File: src/rtl/div_seq.sv
// Multicycle signed divider for DIV (MIPS semantics).
// The quotient truncates toward zero and the remainder takes the dividend's sign.
// It uses one restoring-division step per cycle, MSB first, on operand magnitudes.
// The signs are applied in a final cycle.
//
// Ports:
//   clk       rising-edge clock
//   reset     synchronous active-high reset; clears all state and outputs
//   start     one-cycle request, honoured only when idle
//   dividend  signed numerator (rs), sampled with start
//   divisor   signed denominator (rt), sampled with start
//   busy      high while an operation is in flight
//   done      one-cycle pulse; hi/lo valid from this cycle
//   div_zero  one-cycle pulse; the divisor was zero at start
//   hi        remainder
//   lo        quotient
module div_seq #(
    parameter int unsigned WIDTH = 32
) (
    input  logic             clk,
    input  logic             reset,
    input  logic             start,
    input  logic [WIDTH-1:0] dividend,
    input  logic [WIDTH-1:0] divisor,
    output logic             busy,
    output logic             done,
    output logic             div_zero,
    output logic [WIDTH-1:0] hi,
    output logic [WIDTH-1:0] lo
);

    localparam int unsigned CntW = $clog2(WIDTH) + 1;

    typedef enum logic [2:0] {StIdle, StCalc, StSign, StDone, StDz} state_e;

    state_e            state_q, state_d;
    logic [CntW-1:0]   cnt_q, cnt_d;
    logic [WIDTH-1:0]  rem_q, rem_d;
    logic [WIDTH-1:0]  quo_q, quo_d;
    logic [WIDTH:0]    dvsr_q, dvsr_d;
    logic              neg_quo_q, neg_quo_d;
    logic              neg_rem_q, neg_rem_d;
    logic [WIDTH-1:0]  hi_q, hi_d;
    logic [WIDTH-1:0]  lo_q, lo_d;
    logic              busy_q, done_q, div_zero_q;

    // Magnitudes at WIDTH+1 bits so the most negative operand is represented exactly.
    logic [WIDTH:0]    dvnd_ext, dvsr_ext, dvnd_abs, dvsr_abs;
    logic [WIDTH:0]    rem_shift;
    logic [WIDTH+1:0]  diff;

    always_comb begin
        dvnd_ext = {dividend[WIDTH-1], dividend};
        dvsr_ext = {divisor[WIDTH-1], divisor};
        dvnd_abs = dividend[WIDTH-1] ? -dvnd_ext : dvnd_ext;
        dvsr_abs = divisor[WIDTH-1] ? -dvsr_ext : dvsr_ext;
        rem_shift = {rem_q, quo_q[WIDTH-1]};
        diff = {1'b0, rem_shift} - {1'b0, dvsr_q};
    end

    always_comb begin
        state_d   = state_q;
        cnt_d     = cnt_q;
        rem_d     = rem_q;
        quo_d     = quo_q;
        dvsr_d    = dvsr_q;
        neg_quo_d = neg_quo_q;
        neg_rem_d = neg_rem_q;
        hi_d      = hi_q;
        lo_d      = lo_q;

        case (state_q)
            StIdle: begin
                if (start) begin
                    if (divisor == '0) begin
                        state_d = StDz;
                    end else begin
                        // |dividend| never exceeds 2^(WIDTH-1), so it fits in WIDTH bits.
                        quo_d     = WIDTH'(dvnd_abs);
                        dvsr_d    = dvsr_abs;
                        rem_d     = '0;
                        neg_quo_d = dividend[WIDTH-1] ^ divisor[WIDTH-1];
                        neg_rem_d = dividend[WIDTH-1];
                        cnt_d     = '0;
                        state_d   = StCalc;
                    end
                end
            end
            StCalc: begin
                // A negative trial difference means restore the shifted remainder.
                // The kept remainder is always below |divisor| <= 2^(WIDTH-1).
                rem_d = diff[WIDTH+1] ? WIDTH'(rem_shift) : WIDTH'(diff);
                quo_d = {quo_q[WIDTH-2:0], ~diff[WIDTH+1]};
                cnt_d = cnt_q + 1'b1;
                if (cnt_q == CntW'(WIDTH - 1)) begin
                    state_d = StSign;
                end
            end
            StSign: begin
                hi_d    = neg_rem_q ? -rem_q : rem_q;
                lo_d    = neg_quo_q ? -quo_q : quo_q;
                state_d = StDone;
            end
            StDone:  state_d = StIdle;
            StDz:    state_d = StIdle;
            default: state_d = StIdle;
        endcase
    end

    always_ff @(posedge clk) begin
        if (reset) begin
            state_q    <= StIdle;
            cnt_q      <= '0;
            rem_q      <= '0;
            quo_q      <= '0;
            dvsr_q     <= '0;
            neg_quo_q  <= 1'b0;
            neg_rem_q  <= 1'b0;
            hi_q       <= '0;
            lo_q       <= '0;
            busy_q     <= 1'b0;
            done_q     <= 1'b0;
            div_zero_q <= 1'b0;
        end else begin
            state_q    <= state_d;
            cnt_q      <= cnt_d;
            rem_q      <= rem_d;
            quo_q      <= quo_d;
            dvsr_q     <= dvsr_d;
            neg_quo_q  <= neg_quo_d;
            neg_rem_q  <= neg_rem_d;
            hi_q       <= hi_d;
            lo_q       <= lo_d;
            // Status flags are registered from the next state so they line up with it.
            busy_q     <= (state_d != StIdle);
            done_q     <= (state_d == StDone);
            div_zero_q <= (state_d == StDz);
        end
    end

    assign busy     = busy_q;
    assign done     = done_q;
    assign div_zero = div_zero_q;
    assign hi       = hi_q;
    assign lo       = lo_q;

endmodule

File: config.mk
export PLATFORM = sky130hd
export DESIGN_NAME = div_seq
export DESIGN_NICKNAME = d
export VERILOG_FILES = /design/src/rtl/div_seq.sv
export SDC_FILE = /design/constraint.sdc
export NUM_CORES = 1
export LEC_CHECK = 0
export ABC_AREA = 0
export BUFFER_PORTS_ARGS = -buffer_cell sky130_fd_sc_hd__buf_2
export CAP_MARGIN = 40
export CELL_PAD_IN_SITES_DETAIL_PLACEMENT = 1
export CELL_PAD_IN_SITES_GLOBAL_PLACEMENT = 1
export CORE_UTILIZATION = 44
export CTS_CLUSTER_SIZE = 14
export DETAILED_ROUTE_END_ITERATION = 16
export PLACE_DENSITY = 0.87
export SYNTH_ARGS = -nofsm -noshare
export SYNTH_HDL_FRONTEND = slang
export SYNTH_SLANG_ARGS = --single-unit
File: constraint.sdc
create_clock -name clk -period 3.1 [get_ports clk]
set_input_delay 0.155 -clock clk [delete_from_list [all_inputs] [get_ports clk]]
set_output_delay 0.155 -clock clk [all_outputs]
set_load 0.1 [all_outputs]
==> results of run 1 <==
-- logic make-up after synthesis --
logic type / share of synthesized area, %
adders and majority gates: 4.57
muxes: 1.94
xor gates and xnor gates: 11.8
and+or+nand+nor: 19.0
buffers and inverters: 5.46
AOI/OAI and AO/OA: 24.8
DFF: 32.3
-- cell type report --
cell class / count / area share, %
well taps: 324 / 3.22
multi-input cells: 1052 / 53.7
inverters: 53 / 1.58
flip-flops and latches: 175 / 27.8
diodes: 3 / 0.0596
clock inverters: 14 / 1.03
repair buffers: 184 / 9.15
clock buffers: 18 / 3.48
-- worst max-delay path, delay by kind of cell (launching register included) --
kind | cells | cell delay (ns)
AOI/OAI and AO/OA | 5 | 1.30
and+or+nand+nor | 3 | 0.67
adders and majority gates | 1 | 0.38
DFF | 1 | 0.33
buffers and inverters | 2 | 0.19
-- power by group --
group | switching [W] | internal [W] | total (W)
logic | 0.00401 | 0.00278 | 0.00679
registers | 0.000306 | 0.00247 | 0.00277
clock network | 0.000994 | 0.00114 | 0.00214
-- sequential cells by signal (all words and copies together), names as in the netlist --
name       count
quo_q         32
neg_rem_q      1
busy           1
dvsr_q        33
neg_quo_q      1
hi            32
rem_q         32
cnt_q          6
lo            32
done           1
div_zero       1
state_q        3
-- cells in the final DEF, fill, tap and decap left out, drive strengths merged, types with 39 or more instances in the layout --
cell type / instances
a211oi: 95
xor2: 85
dfxtp: 175
o31ai: 39
buf: 184
nor2: 137
inv: 60
o21ai: 70
a21oi: 91
xnor2: 61
nand2: 150
-- per-stage QoR --
| step | std cells | total power, W |
|---|---|---|
| after floorplan | 1367 | 0.00706 |
| after global placement | 1786 | 0.00894 |
| after detailed placement | 1788 | 0.00918 |
| after CTS | 1820 | 0.0114 |
| after global routing | 1822 | 0.0124 |
| final | 1823 | 0.0117 |
-- routing by layer --
metal | global-route usage, % | share of wire (%) | vias up
met5 | 0 | 0.037 | -
li1 | - | - | 5166
met1 | 40.1 | 48 | 5197
met2 | 43.4 | 44 | 305
met3 | 4.60 | 5.8 | 57
met4 | 9.09 | 2.1 | 2
-- worst paths after layout --
path / from / endpoint
setup / recovery: dvsr_q[18] / rem_q[22]
hold / removal: dividend[30] / quo_q[30]
setup reg to reg: dvsr_q[18] / rem_q[22]
hold reg to reg: lo[0] / lo[0]
-- timing repair --
action	4_1_cts	5_1_grt
gates resized for setup	1	7
pin swaps	0	1
setup buffers	0	0
endpoints found under the setup margin	1	5
endpoints found under the hold margin	0	0
==> flow_summary.yaml, run 1 <==
global_routing:
  grt_pass1_wl_microns: 57600
  overflow: 0
  antenna_found_initial: 4
  first_global_vias: 10600
  grt.total_usage_pct: 28.2
  grt_max_degree: 91
cts:
  cts_sinks: 175
  cts_max_level: 4
  cts_hold_buf: 0
  cts_root_buf: "clkbuf_16"
  insertion_delay_ns: 0.44
  clockBufferDepth: 2
  cts_made_buffers: 17
  cts_tree: "yes"
  cts.clk_slew.worst_paths_ns: 0.07
timing:
  postLayoutSetupSlackWorst_ns: 0.136
  hold_ws_ns: 0.0500
  worstMarginPinSlew_ns: 0.922
  final.setup_skew_ns: 0.0120
  hold_viol_final: 0
  fin_crit_ns: 2.96
  maxSlewHeadroom_pct: 38.3
  period_share_pct: 95.6
  grt_setup_unrepaired: "no"
  fmax_mhz: 337
  slew_viol_final: 0
  fin_tns_setup_ns: 0
  finalSetupViolCount: 0
drt:
  drt-wirelength-per-cell_microns: 19.4
  wl_microns: 35300
  viasPerCell: 5.88
  drt-initial-drc-count: 864
  final_antenna_net_count: 0
  drc: 0
  firstDrtPassIters: 6
  vias: 10700
placement:
  dpl-instance-area_sq_mm: 0.0120
  gp_congestion: 0.954
  post-dp-hpwl_microns: 26400
  post-place-ws_ns: 0.0253
  port_buffers: 133
final_layout:
  finalInstanceArea_sq_mm: 0.0126
  register_area_sq_mm: 0.00350
  drive_gt1_share_pct: 15.8
  nets: 1589
  syn2layout_area_growth_pct: 16.3
  multi_input_area_sq_mm: 0.00676
  final_core_util_pct: 52.0
  filler_cell_count: 3019
die:
  core_region_area_sq_mm: 0.0242
  die-area_sq_mm: 0.0252
  die_x_microns: 159
  ioPinCount: 134
  rows: 57
  fp.dieH_microns: 159
  start_util_pct: 44.7
worst_setup_path:
  path_max_fanout: 8
  endpoint_kind: "register"
  cp.required_ns: 3.45
  critPathLaunchType: "register"
  slowest_delay_ns: 0.39
  path_cells: "inv_1 > ha_1 > a21oi_1 > o21ai_0 > a21oi_1 > a31oi_1 > nand3_1 > nand2_1 > buf_4 > nand2_1 > o211ai_1"
  arrival_ns: 3.31
  critPathSlowestCell: "o21ai_0"
  ff2ff_path_depth: 11
  crit_type: "register to register"
  r2r_setup_slack_ns: 0.14
logic_synthesis:
  ys_types: 61
  syn-cell-area_sq_mm: 0.0108
  synth_common_cells: "dfxtp_1, nand2_1, nor2_1"
  synth_top_area_share_pct: 32.3
  avgSynthCellArea_sq_um: 7.92
  yosysTopAreaCell: "dfxtp_1"
  yosysMostFrequentCell: "dfxtp_1"
  dominantRegCellSynth: "dfxtp_1"
  ys_seq_elements: 175
  syn_nets: 1473
  netlist_top_cells_area: "dfxtp_1, xor2_1, a211oi_1"
  netlist_instances: 1367
  yosysSeqAreaShare_pct: 32.3
  ys_warn_count: 0
  synth-edff-count: 0
  ys_async_sr_fraction_pct: 0
power:
  vdd_drop_max_uv: 583
  p_per_area_mw_per_mm2: 928
  p_leak_nw: 5.02
run:
  cap_violations: 0
status:
  outcome: "finished clean"
min_path:
  hold_class: "input pin to register"
  hold_depth: 4
Note: power is estimated with default switching activity, not from simulation.
==> run 2, diff against run 1 <==
==> config.mk (replaced) <==
export PLATFORM = sky130hd
export DESIGN_NAME = div_seq
export DESIGN_NICKNAME = d
export VERILOG_FILES = /design/src/rtl/div_seq.sv
export SDC_FILE = /design/constraint.sdc
export NUM_CORES = 1
export LEC_CHECK = 0
export ABC_AREA = 1
export BUFFER_PORTS_ARGS = -buffer_cell sky130_fd_sc_hd__buf_2
export CAP_MARGIN = 40
export CELL_PAD_IN_SITES_DETAIL_PLACEMENT = 1
export CELL_PAD_IN_SITES_GLOBAL_PLACEMENT = 1
export CORE_MARGIN = 4
export CORE_UTILIZATION = 42
export CTS_CLUSTER_SIZE = 14
export DETAILED_ROUTE_END_ITERATION = 16
export PLACE_DENSITY = 0.88
export RECOVER_POWER = 25
export SYNTH_ARGS = -nofsm -noshare
export SYNTH_HDL_FRONTEND = slang
export SYNTH_SLANG_ARGS = --single-unit
==> flow_summary.yaml, run 2 <==
status:
  outcome: "finished clean"
final_layout:
  nets: 2267
  drive_gt1_share_pct: 6.85
  filler_cell_count: 4106
  regMostFlops: "dvsr_q"
  syn2layout_area_growth_pct: 12.2
  most-common-layout-cells: "nand2_1, inv_1, nor2_1"
  final_core_util_pct: 48.4
  largest_reg_flops: 33
  finalInstanceArea_sq_mm: 0.0140
  final_common_cell: "nand2_1"
  antenna_cells: 0
power:
  netSwitchingPower_w: 0.00386
  vdd_drop_max_uv: 431
  p_per_area_mw_per_mm2: 624
  p_sw_share_pct: 44.0
  p_leak_nw: 7.01
  p_clk_share_pct: 26.9
  pwr-share-seq_pct: 29.3
  comb_power_share_pct: 43.9
  finalPower_w: 0.00877
  p_int_w: 0.00491
logic_synthesis:
  ys_types: 50
  avgSynthCellArea_sq_um: 6.06
  ys_seq_elements: 175
  ys_async_sr_fraction_pct: 0
  synth_common_cells: "nand2_1, inv_1, nor2_1"
  synth-edff-count: 0
  netlist_top_cells_area: "dfxtp_1, nand2_1, inv_1"
  dominantRegCellSynth: "dfxtp_1"
  synth_top_area_share_pct: 28.0
  ys_warn_count: 0
  yosysTopAreaCell: "dfxtp_1"
  syn-cell-area_sq_mm: 0.0125
  syn_nets: 2170
  netlist_instances: 2064
  yosysSeqAreaShare_pct: 28.0
  yosysMostFrequentCell: "nand2_1"
drt:
  highest_layer: "met4"
  wl_met3_microns: 1900
  drt-wirelength-per-cell_microns: 18.4
  final_antenna_net_count: 0
  drt-initial-drc-count: 916
  drc: 0
  firstDrtPassIters: 6
  viasPerCell: 5.47
  wl_met1_microns: 20600
  wl_microns: 47100
  wl_met2_microns: 22900
  vias: 14000
worst_setup_path:
  worstSetupPathDepth: 11
  endpoint_kind: "register"
  crit_buf_inv: 2
  path_max_fanout: 23
  critPathLaunchType: "register"
  critPathSlowestCell: "ha_1"
  ff2ff_path_depth: 11
  crit_type: "register to register"
  crit_family: "simple AND/OR/NAND/NOR gates"
  arrival_ns: 2.86
  slowest_delay_ns: 0.36
  cp.required_ns: 3.40
  path_cells: "inv_1 > ha_1 > a21oi_1 > nor2_1 > o21ai_0 > nand2_1 > nor2_2 > buf_4 > nand3_1 > nand3_1 > a21oi_1"
timing:
  maxSlewHeadroom_pct: 19.3
  grt_setup_unrepaired: "no"
  fin_tns_setup_ns: 0
  finalSetupViolCount: 0
  final.setup_skew_ns: 0.0151
  hold_ws_ns: 0.0211
  slew_viol_final: 0
  fin_crit_ns: 2.55
  worstMarginPinSlew_ns: 1.22
  hold_viol_final: 0
  fmax_mhz: 391
  period_share_pct: 82.4
die:
  fp.dieH_microns: 181
  die_x_microns: 181
  core_region_area_sq_mm: 0.0290
  start_util_pct: 43.1
  rows: 62
  die-area_sq_mm: 0.0326
  ioPinCount: 134
placement:
  gp_congestion: 0.996
  dpl-instance-area_sq_mm: 0.0135
  port_buffers: 133
  post-dp-hpwl_microns: 36600
global_routing:
  grt.total_usage_pct: 28.2
  first_global_vias: 14300
  overflow: 0
  grt_pass1_wl_microns: 75400
  antenna_found_initial: 0
  grt_max_degree: 115
cts:
  insertion_delay_ns: 0.45
  cts_made_buffers: 17
  cts_setup_buffers: 0
  cts_sinks: 175
  clockBufferDepth: 2
  cts_max_level: 4
  cts_root_buf: "clkbuf_16"
  cts_hold_buf: 0
  cts_tree: "yes"
  cts.clk_slew.worst_paths_ns: 0.07
  cts_resized: 0
min_path:
  hold_class: "input pin to register"
  hold_depth: 3
run:
  cap_violations: 0
==> run 2: metrics by stage <==
| step | setup slack, ns | cells |
|---|---|---|
| after CTS | 0.564 | 2558 |
| after detailed placement | 0.605 | 2526 |
| after global placement | 0.690 | 2526 |
| final | 0.545 | 2558 |
| after floorplan | 1.11 | 2064 |
| after global routing | 0.350 | 2558 |
==> run 2: worst paths after layout <==
| check | endpoint | slack (ns) | start |
|---|---|---|---|
| setup / recovery | rem_q[12] | 0.55 | dvsr_q[26] |
| hold / removal | div_zero | 0.02 | start |
| setup reg to reg | rem_q[12] | 0.55 | dvsr_q[26] |
| hold reg to reg | cnt_q[4] | 0.47 | cnt_q[4] |
==> run 2: power groups by stage <==
| stage | Clock (W) | Combinational (W) | Sequential (W) |
|---|---|---|---|
| 4_1_cts | 0.00238 | 0.00379 | 0.00256 |
| 3_3_place_gp | 0 | 0.00364 | 0.00260 |
| 5_1_grt | 0.00248 | 0.00428 | 0.00258 |
| 2_1_floorplan | 0 | 0.00268 | 0.00255 |
| 6_report | 0.00236 | 0.00385 | 0.00257 |
| 3_5_place_dp | 0 | 0.00374 | 0.00261 |
==> run 2: worst register-to-register path, cell delays in order, from the launching register on <==
cell,delay (ns)
dfxtp_1,0.30
inv_1,0.22
ha_1,0.36
a21oi_1,0.24
nor2_1,0.08
o21ai_0,0.24
nand2_1,0.10
nor2_2,0.20
buf_4,0.31
nand3_1,0.18
nand3_1,0.13
a21oi_1,0.08
==> run 2: final cells by class <==
cell class	instances	area, sq um	share of cell area (%)
Clock buffer	19	453	3.22
Clock inverter	13	176	1.26
Inverter	325	1220	8.69
Multi-Input combinational cell	1489	7430	52.9
Sequential cell	175	3500	24.9
Tap cell	384	480	3.42
Timing Repair Buffer	153	778	5.54
==> run 2: logic make-up (layout without fill, tap and decap cells) <==
| kind of cell | Yosys count | count (layout) | synth area share [%] |
|---|---|---|---|
| and+or+nand+nor | 1020 | 1020 | 34.1 |
| AOI/OAI and AO/OA | 354 | 354 | 16.0 |
| adders and majority gates | 39 | 39 | 3.96 |
| DFF | 175 | 175 | 28.0 |
| buffers and inverters | 400 | 510 | 12.7 |
| xor gates and xnor gates | 76 | 76 | 5.32 |
==> run 2: metal layers <==
layer | global-route usage (%) | vias to the layer above
li1 | - | 6815
met1 | 35.4 | 6738
met2 | 49.4 | 340
met3 | 3.75 | 97
met4 | 9.98 | 0
met5 | 0 | -
==> run 3, diff against run 2 <==
==> constraint.sdc (replaced) <==
create_clock -name clk -period 2.5 [get_ports clk]
set_input_delay 0.125 -clock clk [delete_from_list [all_inputs] [get_ports clk]]
set_output_delay 0.125 -clock clk [all_outputs]
set_load 0.1 [all_outputs]
==> flow_summary.yaml, run 3 (same netlist as run 2, synthesis figures left out) <==
status:
  outcome: "finished clean"
final_layout:
  syn2layout_area_growth_pct: 15.9
  most-common-layout-cells: "nand2_1, inv_1, nor2_1"
  antenna_cells: 0
  final_core_util_pct: 50.0
  drive_gt1_share_pct: 9.55
  largest_reg_flops: 33
  regMostFlops: "dvsr_q"
  nets: 2313
  final_common_cell: "nand2_1"
  final-instance-count-excl-fill: 2604
placement:
  gp_congestion: 0.967
  port_buffers: 133
  post-dp-hpwl_microns: 38100
  place_inst: 2561
  post-place-ws_ns: -0.0829
worst_setup_path:
  path_cells: "ha_1 > nand2_1 > nand2_1 > inv_1 > nand2_1 > nand3b_1 > nand2_1 > nand2_1 > nand2_1 > nand2_1 > nand2_1 > nand3_1 > a21oi_1"
  slowest_delay_ns: 0.52
  endpoint_kind: "register"
  path_max_fanout: 5
  crit_family: "simple AND/OR/NAND/NOR gates"
  crit_buf_inv: 1
  cp.required_ns: 2.89
  critPathSlowestCell: "dfxtp_1"
  r2r_setup_slack_ns: 0.13
  crit_type: "register to register"
  arrival_ns: 2.76
  critPathLaunchType: "register"
  cp_common_cell: "nand2_1"
drt:
  drt-initial-drc-count: 1006
  drt-wirelength-per-cell_microns: 19.2
  firstDrtPassIters: 7
  final_antenna_net_count: 0
  wl_microns: 49900
  vias: 14300
  viasPerCell: 5.51
  drc: 0
timing:
  maxSlewHeadroom_pct: 12.1
  final.setup_skew_ns: 0.0136
  fmax_mhz: 422
  grt_setup_unrepaired: "no"
  fin_crit_ns: 2.37
  postLayoutSetupSlackWorst_ns: 0.128
  finalSetupViolCount: 0
  period_share_pct: 94.9
  hold_viol_final: 0
  slew_viol_final: 0
  worstMarginPinSlew_ns: 1.32
die:
  rows: 62
  fp.dieH_microns: 181
  start_util_pct: 43.1
  ioPinCount: 134
  core_region_area_sq_mm: 0.0290
  die_x_microns: 181
  die-area_sq_mm: 0.0326
run:
  cap_violations: 0
power:
  p_leak_nw: 7.26
  netSwitchingPower_w: 0.00511
  vdd_drop_max_uv: 570
  p_per_area_mw_per_mm2: 779
  comb_power_share_pct: 46.4
  p_sw_share_pct: 45.2
  p_int_w: 0.00619
  pwr-share-seq_pct: 28.0
  p_clk_share_pct: 25.6
global_routing:
  grt_pass1_wl_microns: 79100
  grt_max_degree: 107
  antenna_found_initial: 0
  overflow: 0
  first_global_vias: 14600
  grt.total_usage_pct: 29.8
cts:
  cts_tree: "yes"
  cts.clk_slew.worst_paths_ns: 0.08
  cts_sinks: 175
  cts_max_level: 4
  cts_root_buf: "clkbuf_16"
  cts_made_buffers: 17
  insertion_delay_ns: 0.47
  clockBufferDepth: 2
min_path:
  hold_class: "input pin to register"
## run 3: cell types whose count changed in the layout (fill, tap and decap cells not counted), sizes merged
cell / before / now
inv: 326 / 329
buf: 93 / 132
clkinv: 9 / 5
clkinvlp: 0 / 3
clkbuf: 79 / 77
dlygate4sd3: 0 / 8
bufinv: 3 / 2
## run 3: area by class of cell
cell class / count / area (sq um)
well taps: 384 / 480
flip-flops and latches: 175 / 3510
clock inverters: 14 / 173
multi-input cells: 1489 / 7510
clock buffers: 18 / 429
inverters: 325 / 1220
fillers: 4111 / 14500
repair buffers: 199 / 1190
## run 3: path summary, 6_finish.rpt
kind / start / cells after the start / to
worst max-delay path: rem_q[8] / 13 / rem_q[18]
worst min-delay path: divisor[6] / 3 / dvsr_q[6]
worst max register to register: rem_q[8] / 13 / rem_q[18]
worst min register to register: cnt_q[4] / 2 / cnt_q[4]
## run 3: power groups by stage
stage / Combinational, W / Clock (W) / Sequential [W]
after global placement: 0.00489 / 0 / 0.00320
after global routing: 0.00577 / 0.00304 / 0.00317
after floorplan: 0.00333 / 0 / 0.00316
final: 0.00524 / 0.00289 / 0.00316
after CTS: 0.00511 / 0.00292 / 0.00315
after detailed placement: 0.00501 / 0 / 0.00321
## run 3: worst reg2reg max path, stage by stage, from the launching register on
cell and delay, ns:
dfxtp_1 0.52, ha_1 0.36, nand2_1 0.10, nand2_1 0.11
inv_1 0.08, nand2_1 0.14, nand3b_1 0.32, nand2_1 0.15
nand2_1 0.06, nand2_1 0.06, nand2_1 0.11, nand2_1 0.09
nand3_1 0.06, a21oi_1 0.15
## run 3: what timing repair did
action	in CTS	in global routing
setup buffers	0	3
endpoints found under the hold margin	7	0
hold buffers	8	0
endpoints found under the setup margin	2	39
gates resized for setup	3	26
pin swaps	1	3
## run 3: metal layers
metal  share of wire [%]  wire length, microns  global-route usage [%]
met5                   0                     0                       0
met4                 4.0                  1980                    11.8
met3                 4.4                  2190                    4.10
met2                  49                 24600                    52.6
met1                  42                 21200                    36.6
## run 3: through the flow
stage               total power (W)  setup TNS, ns  hold slack (ns)  area, sq um
finish                       0.0113              0           0.0188        14500
global route                 0.0120              0           0.0266        14500
CTS                          0.0112              0          0.00652        14500
global placement            0.00809        -0.0781            0.403        13800
detailed placement          0.00822        -0.0964            0.442        13800
floorplan                   0.00648              0            0.213        12500
